<file path="src/rtl/serial_tx_pkg.sv">
// Shared definitions for the serial_tx frame transmitter: FSM state
// encodings, line levels and the counter-width helper.
package serial_tx_pkg;

    typedef logic [2:0] state_t;

    localparam state_t ST_IDLE   = 3'd0;
    localparam state_t ST_START  = 3'd1;
    localparam state_t ST_DATA   = 3'd2;
    localparam state_t ST_PARITY = 3'd3;
    localparam state_t ST_STOP   = 3'd4;

    localparam logic LINE_IDLE = 1'b1;
    localparam logic START_BIT = 1'b0;
    localparam logic STOP_BIT  = 1'b1;

    // Width of a counter that must hold 0..n-1; never narrower than one bit.
    function automatic int cnt_w(input int n);
        if (n <= 2) begin
            return 1;
        end else begin
            return $clog2(n);
        end
    endfunction

endpackage

</file>
<file path="src/rtl/serial_tx_tick.sv">
// bit_tick_gen: divides clk by CLK_DIV and pulses tick for one cycle on the
// last count of every bit period. clr restarts the period from zero.
module bit_tick_gen
    import serial_tx_pkg::*;
#(
    parameter int CLK_DIV = 4
) (
    input  logic clk,
    input  logic reset,
    input  logic clr,
    output logic tick
);

    localparam int CW = cnt_w(CLK_DIV);
    localparam logic [CW-1:0] LAST = CW'(CLK_DIV - 1);

    logic [CW-1:0] cnt_q;
    logic [CW-1:0] cnt_d;

    assign tick = (cnt_q == LAST);

    // Next count: clear on request, wrap after the last cycle of a bit.
    always_comb begin
        cnt_d = cnt_q;
        if (clr) begin
            cnt_d = '0;
        end else if (cnt_q == LAST) begin
            cnt_d = '0;
        end else begin
            cnt_d = cnt_q + CW'(1);
        end
    end

    // Counter register with synchronous active-low reset.
    always_ff @(posedge clk) begin
        if (!reset) begin
            cnt_q <= '0;
        end else begin
            cnt_q <= cnt_d;
        end
    end

endmodule

</file>
<file path="src/rtl/serial_tx.sv">
// serial_tx: accepts a DATA_W-bit word on a valid/ready handshake and sends
// it as start(0), data LSB first, [parity], stop(1), each bit CLK_DIV cycles.
// Optional feature macro: SERIAL_TX_PARITY_EN inserts an even-parity bit.
// All outputs are driven from flops computed from the next state.
module serial_tx
    import serial_tx_pkg::*;
#(
    parameter int DATA_W  = 8,
    parameter int CLK_DIV = 4
) (
    input  logic              clk,
    input  logic              reset,
    input  logic [DATA_W-1:0] tx_data,
    input  logic              tx_valid,
    output logic              tx_ready,
    output logic              tx_out,
    output logic              busy
);

    localparam int IW = cnt_w(DATA_W + 1);
    localparam logic [IW-1:0] LAST_IDX = IW'(DATA_W - 1);

    state_t            state_q, state_d;
    logic [DATA_W-1:0] shreg_q, shreg_d;
    logic [IW-1:0]     idx_q, idx_d;
    logic              tx_out_q, tx_out_d;
    logic              tx_ready_q, tx_ready_d;
    logic              busy_q, busy_d;
    logic              tick_s;
    logic              tick_clr_s;
    logic              hs_s;

`ifdef SERIAL_TX_PARITY_EN
    logic par_q, par_d;

    function automatic logic even_par(input logic [DATA_W-1:0] v);
        return ^v;
    endfunction
`endif

    // Bit timing restarts from zero whenever the line is idle.
    assign tick_clr_s = (state_q == ST_IDLE);
    assign hs_s       = tx_valid && tx_ready_q;

    bit_tick_gen #(
        .CLK_DIV (CLK_DIV)
    ) u_tick (
        .clk   (clk),
        .reset (reset),
        .clr   (tick_clr_s),
        .tick  (tick_s)
    );

    // Frame sequencing: load on handshake, advance one bit per tick.
    always_comb begin
        state_d = state_q;
        shreg_d = shreg_q;
        idx_d   = idx_q;
`ifdef SERIAL_TX_PARITY_EN
        par_d   = par_q;
`endif
        case (state_q)
            ST_IDLE: begin
                if (hs_s) begin
                    state_d = ST_START;
                    shreg_d = tx_data;
                    idx_d   = '0;
`ifdef SERIAL_TX_PARITY_EN
                    par_d   = even_par(tx_data);
`endif
                end else begin
                    state_d = ST_IDLE;
                end
            end
            ST_START: begin
                if (tick_s) begin
                    state_d = ST_DATA;
                end else begin
                    state_d = ST_START;
                end
            end
            ST_DATA: begin
                if (tick_s) begin
                    shreg_d = shreg_q >> 1;
                    idx_d   = idx_q + IW'(1);
                    if (idx_q == LAST_IDX) begin
`ifdef SERIAL_TX_PARITY_EN
                        state_d = ST_PARITY;
`else
                        state_d = ST_STOP;
`endif
                    end else begin
                        state_d = ST_DATA;
                    end
                end else begin
                    state_d = ST_DATA;
                end
            end
`ifdef SERIAL_TX_PARITY_EN
            ST_PARITY: begin
                if (tick_s) begin
                    state_d = ST_STOP;
                end else begin
                    state_d = ST_PARITY;
                end
            end
`endif
            ST_STOP: begin
                if (tick_s) begin
                    state_d = ST_IDLE;
                end else begin
                    state_d = ST_STOP;
                end
            end
            default: begin
                state_d = ST_IDLE;
            end
        endcase
    end

    // Output values for the coming cycle, decoded from the next state.
    always_comb begin
        tx_out_d   = LINE_IDLE;
        tx_ready_d = 1'b0;
        busy_d     = 1'b1;
        case (state_d)
            ST_IDLE: begin
                tx_out_d   = LINE_IDLE;
                tx_ready_d = 1'b1;
                busy_d     = 1'b0;
            end
            ST_START: tx_out_d = START_BIT;
            ST_DATA:  tx_out_d = shreg_d[0];
`ifdef SERIAL_TX_PARITY_EN
            ST_PARITY: tx_out_d = par_d;
`endif
            ST_STOP:  tx_out_d = STOP_BIT;
            default: begin
                tx_out_d   = LINE_IDLE;
                tx_ready_d = 1'b1;
                busy_d     = 1'b0;
            end
        endcase
    end

    // State, datapath and output registers; reset aborts any frame in flight.
    always_ff @(posedge clk) begin
        if (!reset) begin
            state_q    <= ST_IDLE;
            shreg_q    <= '0;
            idx_q      <= '0;
            tx_out_q   <= LINE_IDLE;
            tx_ready_q <= 1'b1;
            busy_q     <= 1'b0;
`ifdef SERIAL_TX_PARITY_EN
            par_q      <= 1'b0;
`endif
        end else begin
            state_q    <= state_d;
            shreg_q    <= shreg_d;
            idx_q      <= idx_d;
            tx_out_q   <= tx_out_d;
            tx_ready_q <= tx_ready_d;
            busy_q     <= busy_d;
`ifdef SERIAL_TX_PARITY_EN
            par_q      <= par_d;
`endif
        end
    end

    assign tx_out   = tx_out_q;
    assign tx_ready = tx_ready_q;
    assign busy     = busy_q;

endmodule

</file>
<file path="config.mk">
export PLATFORM = sky130hd
export DESIGN_NAME = serial_tx
export DESIGN_NICKNAME = d
export VERILOG_FILES = /design/src/rtl/serial_tx_pkg.sv /design/src/rtl/serial_tx_tick.sv /design/src/rtl/serial_tx.sv
export SDC_FILE = /design/constraint.sdc
export NUM_CORES = 1
export LEC_CHECK = 0
export CORE_UTILIZATION = 33
export CTS_CLUSTER_DIAMETER = 120
export DETAILED_ROUTE_END_ITERATION = 8
export GPL_ROUTABILITY_DRIVEN = 0
export HOLD_SLACK_MARGIN = 0.15
export SYNTH_ARGS = -nofsm -noshare
export SYNTH_HDL_FRONTEND = slang
export SYNTH_HIERARCHICAL = 1
export SYNTH_SLANG_ARGS = --single-unit
export TNS_END_PERCENT = 10
</file>
<file path="constraint.sdc">
create_clock -name clk -period 1.9 [get_ports clk]
set_input_delay 0.38 -clock clk [delete_from_list [all_inputs] [get_ports clk]]
set_output_delay 0.38 -clock clk [all_outputs]
set_load 0.005 [all_outputs]
</file>
# After elaboration in Yosys (flattened, before gate mapping)
# Index checks and enable logic that the tools add are counted.
# op_classes
bitwise_logic,1
addsub,2
eq_ne,10
muxes,15
n_reduce_logical,6
# ops
op,count
$mux 8,2
$pmux 8 s2,1
$pmux 3 s4,1
$mux 3,3
$mux 4,2
$pmux 4 s2,1
$eq 3x1->1 const B,2
$eq 3x2->1 const B,2
$eq 3x3->1 const B,2
$reduce_or 3->1,2
$add 4x1->4 const B,1
$eq 4x3->1 const B,1
$logic_not 3->1,1
$mux 1,3
$reduce_and 3->1,1
$add 2x1->2 const B,1
$eq 2x2->1 const B,1
$mux 2,1
$ne 2x1->1 const B,1
$ne 2x2->1 const B,1
$pmux 1 s2,1
$reduce_bool 2->1,1
$logic_and 1x1->1,1
$not 1->1,1
# word_totals
ff_bits,20
wordCells,42

# Logic depth before layout (Yosys ltp)
# logic_depth
word_depth,7
depth_mapped,6
mapped_depth_nobuf,5

# Modules after synthesis
# Netlist, hierarchy kept.
# modules_own_cells
mod,cells_per_inst,area_per_inst_um2,seq_area_each_um2,instances
serial_tx,82,834.6,360.3,1
bit_tick_gen,5,80.1,40.0,1

# Worst setup path before layout
# No wires, ideal clock.
# synth_path
path_kind,register to register
from,reg u_tick.cnt_q[0]
to,reg tx_out_q (netlist: tx_out)
setup_slack_ns,0.483
setup_time_ns,0.125
stages_incl_launch_ff,6
synth_period_minus_slack_ns,1.417
n_path_buf,0
required_ns,1.775
arrival_ns,1.292
path_cell_list,dfxtp_1 ha_1 and4bb_4 a21oi_2 a221oi_2 a21oi_2
# synth_between
elab_chain_len,5
elab_cells_between_ends,10
cone_classes,eq/ne (3); mux (7)
# synth_lines
item,line_no,text
from (decl),serial_tx_tick.sv:17,logic [CW-1:0] cnt_q;
from (signal assigned),serial_tx_tick.sv:39,cnt_q <= cnt_d;
$eq 2x2->1 (*),serial_tx_tick.sv:20,assign tick = (cnt_q == LAST);
net tick_s,serial_tx.sv:29,logic tick_s;
"$mux 3, or another cell as far along",serial_tx.sv:83,if (tick_s) begin
$pmux 3 s4,serial_tx.sv:62,case (state_q)
$eq 3x2->1 or $eq 3x1->1 (tied branches),serial_tx.sv:126,case (state_d)
$pmux 1 s2 (*),serial_tx.sv:126,
to (signal assigned),serial_tx.sv:162,tx_out_q <= tx_out_d;
to (decl),serial_tx.sv:26,"logic tx_out_q, tx_out_d;"
# The timed path passes the listed nets; every way through them passes the cells marked *. The select of a mux whose other input is x is not followed.
# A chain may end at the register's enable or synchronous reset.

# Worst setup path in the final report
# layout_path
from,reg tx_ready_q (netlist: tx_ready)
to,out tx_ready
# layout_lines
item,line_no,text
from (decl),serial_tx.sv:27,"logic tx_ready_q, tx_ready_d;"
from (signal assigned),serial_tx.sv:163,tx_ready_q <= tx_ready_d;
to (decl),serial_tx.sv:15,"output logic tx_ready,"
# No word-level cell between the ends.

==> metrics.txt <==
Leak=about 0.39 nW; CTS Buffer Depth=2; Final Max Tran Viols=0; Worst setup SP type=register; FMAX=approximately 660 MHz; filler instances=between 200 and 300; metal2 WL=789 um; Syn Nets=100; clk root buf=clkbuf_4; CP Cell Sequence=clkdlybuf4s50_1; Die Area=roughly 3000 um^2; multi-input logic area=approximately 470 um^2; Layout area overhead=20.8%; most frequent cells in the layout=20 x dfxtp_1, 13 x clkdlybuf4s50_1, 8 x a21oi_2, 8 x nand2_1, 7 x nor2_1; dpl hpwl=1210 um; WP buf/inv=1; Top Metal Used=met3; final setup vio count=0; Slew @ Worst Pin=roughly 0.43 ns; CP peak stage delay=0.50 ns; Starting Density=0.359; Clock Latency Late Sink=roughly 0.30 ns; maximum vdd drop=0.000518 V; drt total wl=roughly 1600 um; CP endpoint kind=output port; post-DR wirelength/cell=between 10 and 15 um; Final Cycle Share=0.796; hold buffer count at CTS=0; final hold slack=approximately 0.46 ns; M1 WL=766 um; Ports=14; total negative slack=0 ns; worst min path class=register to register; Crit Path Max Fanout=2; vias in the first global route=about 670; Setup Skew=0.00358 ns; CTS tree=yes; Rel. slew slack=0.716; Period minus WS final=1.51 ns; Ant. Diodes=0; CTS Buf Count=3; initial drt markers=10; FP Rows=18; Vias=687; # port buffers=13; metal3 WL=between 80 and 90 um; critical path's top delay family=buffers and inverters; Via density=roughly 5; Slowest-stage cell, CP=clkdlybuf4s50_1; RSZ-0062 raised after global routing=no; initial antenna violation count=0; Synth Area per Inst=10.5 um^2; register area=~400 um^2; power density cells=715 nW/um^2; Residual DRC=0; Die Width=approximately 55 um; antenna-violating nets left=0; Synth Warn #=6; ratio of cells with drive above 1 in the final layout=0.260; Nets=roughly 120; CP required=between 1.5 and 2 ns; gr ovfl total=0; outcome=complete, no violations; iteration count of the initial detailed-routing pass=4; Die Span Y=roughly 55 um; clk slew on worst S/H paths=0.11 ns; core footprint=about 2500 um^2; maxcap violations=0; Worst Path Arrival=around 1.1 ns; Seq/Total Area, Yosys=0.438; Crit Path Category=register to output port; Hold Fails Final Rpt=0; commonest non-fill, non-tap cell in the layout=dfxtp_1; Netlist Area Pre-Place=approximately 910 um^2; number of synthesized register bits=20; post-CTS sizing=0; Post-Synthesis Cells=between 80 and 90; htree depth=1; Setup Buffers After CTS=0; largest net degree at the start of global routing=13; GRT Overall Usage=0.136; Synth cell types=33; first-pass GRT wire length=about 2800 um; clock sink total=20
stage by stage:
stage          total power [mW]  setup slack, ns  cells  instance area [um^2]  utilization
2_1_floorplan             0.552            0.483     87                   915            -
3_3_place_gp              0.598            0.137    131                  1080        0.425
3_5_place_dp              0.600            0.130    131                  1080        0.425
4_1_cts                   0.802            0.366    134                  1100        0.434
5_1_grt                   0.828            0.306    134                  1100        0.434
6_report                  0.790            0.388    134                  1100        0.434
layer usage:
metal  vias to the layer above  GRT usage
met5                         -          0
met1                       325      0.152
met3                         0     0.0583
met2                        15      0.237
li1                        347          -
met4                         0     0.0256
cells by family (layout without fill, tap and decap cells):
logic type               after synthesis  in the layout  share of synthesized area
XOR/XNOR                               2              2                     0.0192
adder cells (fa/ha/maj)                2              2                     0.0274
AND/OR/NAND/NOR                       33             33                      0.223
AO/OA/AOI/OAI                         23             23                      0.237
multiplexers                           1              1                     0.0109
buffers and inverters                  6             23                     0.0451
flip-flops                            20             20                      0.438
power breakdown:
part	total, mW	switching, mW	internal, mW
Combinational	0.133	0.0600	0.0728
Clock	0.200	0.126	0.0739
Sequential	0.457	0.0138	0.443
Total	0.790	0.200	0.589
Yosys cell counts:
cell       n  area share
and4bb_2   1       0.014
and2_4     1      0.0096
xor2_1     2       0.019
nor3_2     1       0.011
o21a_1     1      0.0082
ha_1       2       0.027
a311oi_1   1      0.0096
inv_1      3       0.012
nor4b_2    1       0.016
nor4_1     1      0.0068
clkbuf_1   1      0.0041
nor3_1     2       0.011
nor3b_1    1      0.0082
nor2b_1    2       0.014
dfxtp_1   20        0.44
nand2b_1   2       0.014
mux2i_1    1       0.011
nand2_1    8       0.033
a22oi_2    6       0.082
a211oi_1   1      0.0082
and2_1     2       0.014
buf_8      1       0.016
nand4_1    1      0.0068
a21oi_1    3       0.016
a21oi_2    8       0.077
o21ba_1    1       0.011
and4bb_4   1       0.018
nor2_1     7       0.029
or3b_1     1      0.0096
buf_6      1       0.012
a22oi_1    1      0.0082
a221oi_2   1       0.016
nand4b_1   1      0.0096
cell type report:
cell class / instances / share of cell area
inverters: 3 / 0.0102
multi-input cells: 61 / 0.428
clock buffers: 3 / 0.0204
flip-flops and latches: 20 / 0.362
repair buffers: 17 / 0.145
well taps: 30 / 0.0340
state kept, by name, indices dropped and copies added (netlist names):
name	cells
idx_q	4
tx_ready	1
tx_out	1
shreg_q	8
u_tick/cnt_q	2
state_q	3
busy	1
final timing paths:
check / startpoint / end / slack [ns] / depth (start not counted)
setup / recovery: tx_ready$_SDFF_PN1_ / tx_ready / 0.39 / 1
hold / removal: u_tick/cnt_q[0]$_SDFF_PP0_ / u_tick/cnt_q[0]$_SDFF_PP0_ / 0.46 / 1
setup reg to reg: u_tick/cnt_q[0]$_SDFF_PP0_ / idx_q[1]$_SDFFE_PN0P_ / 0.39 / 5
hold reg to reg: u_tick/cnt_q[0]$_SDFF_PP0_ / u_tick/cnt_q[0]$_SDFF_PP0_ / 0.46 / 1
No activity file was read; power rests on OpenSTA's default activity.
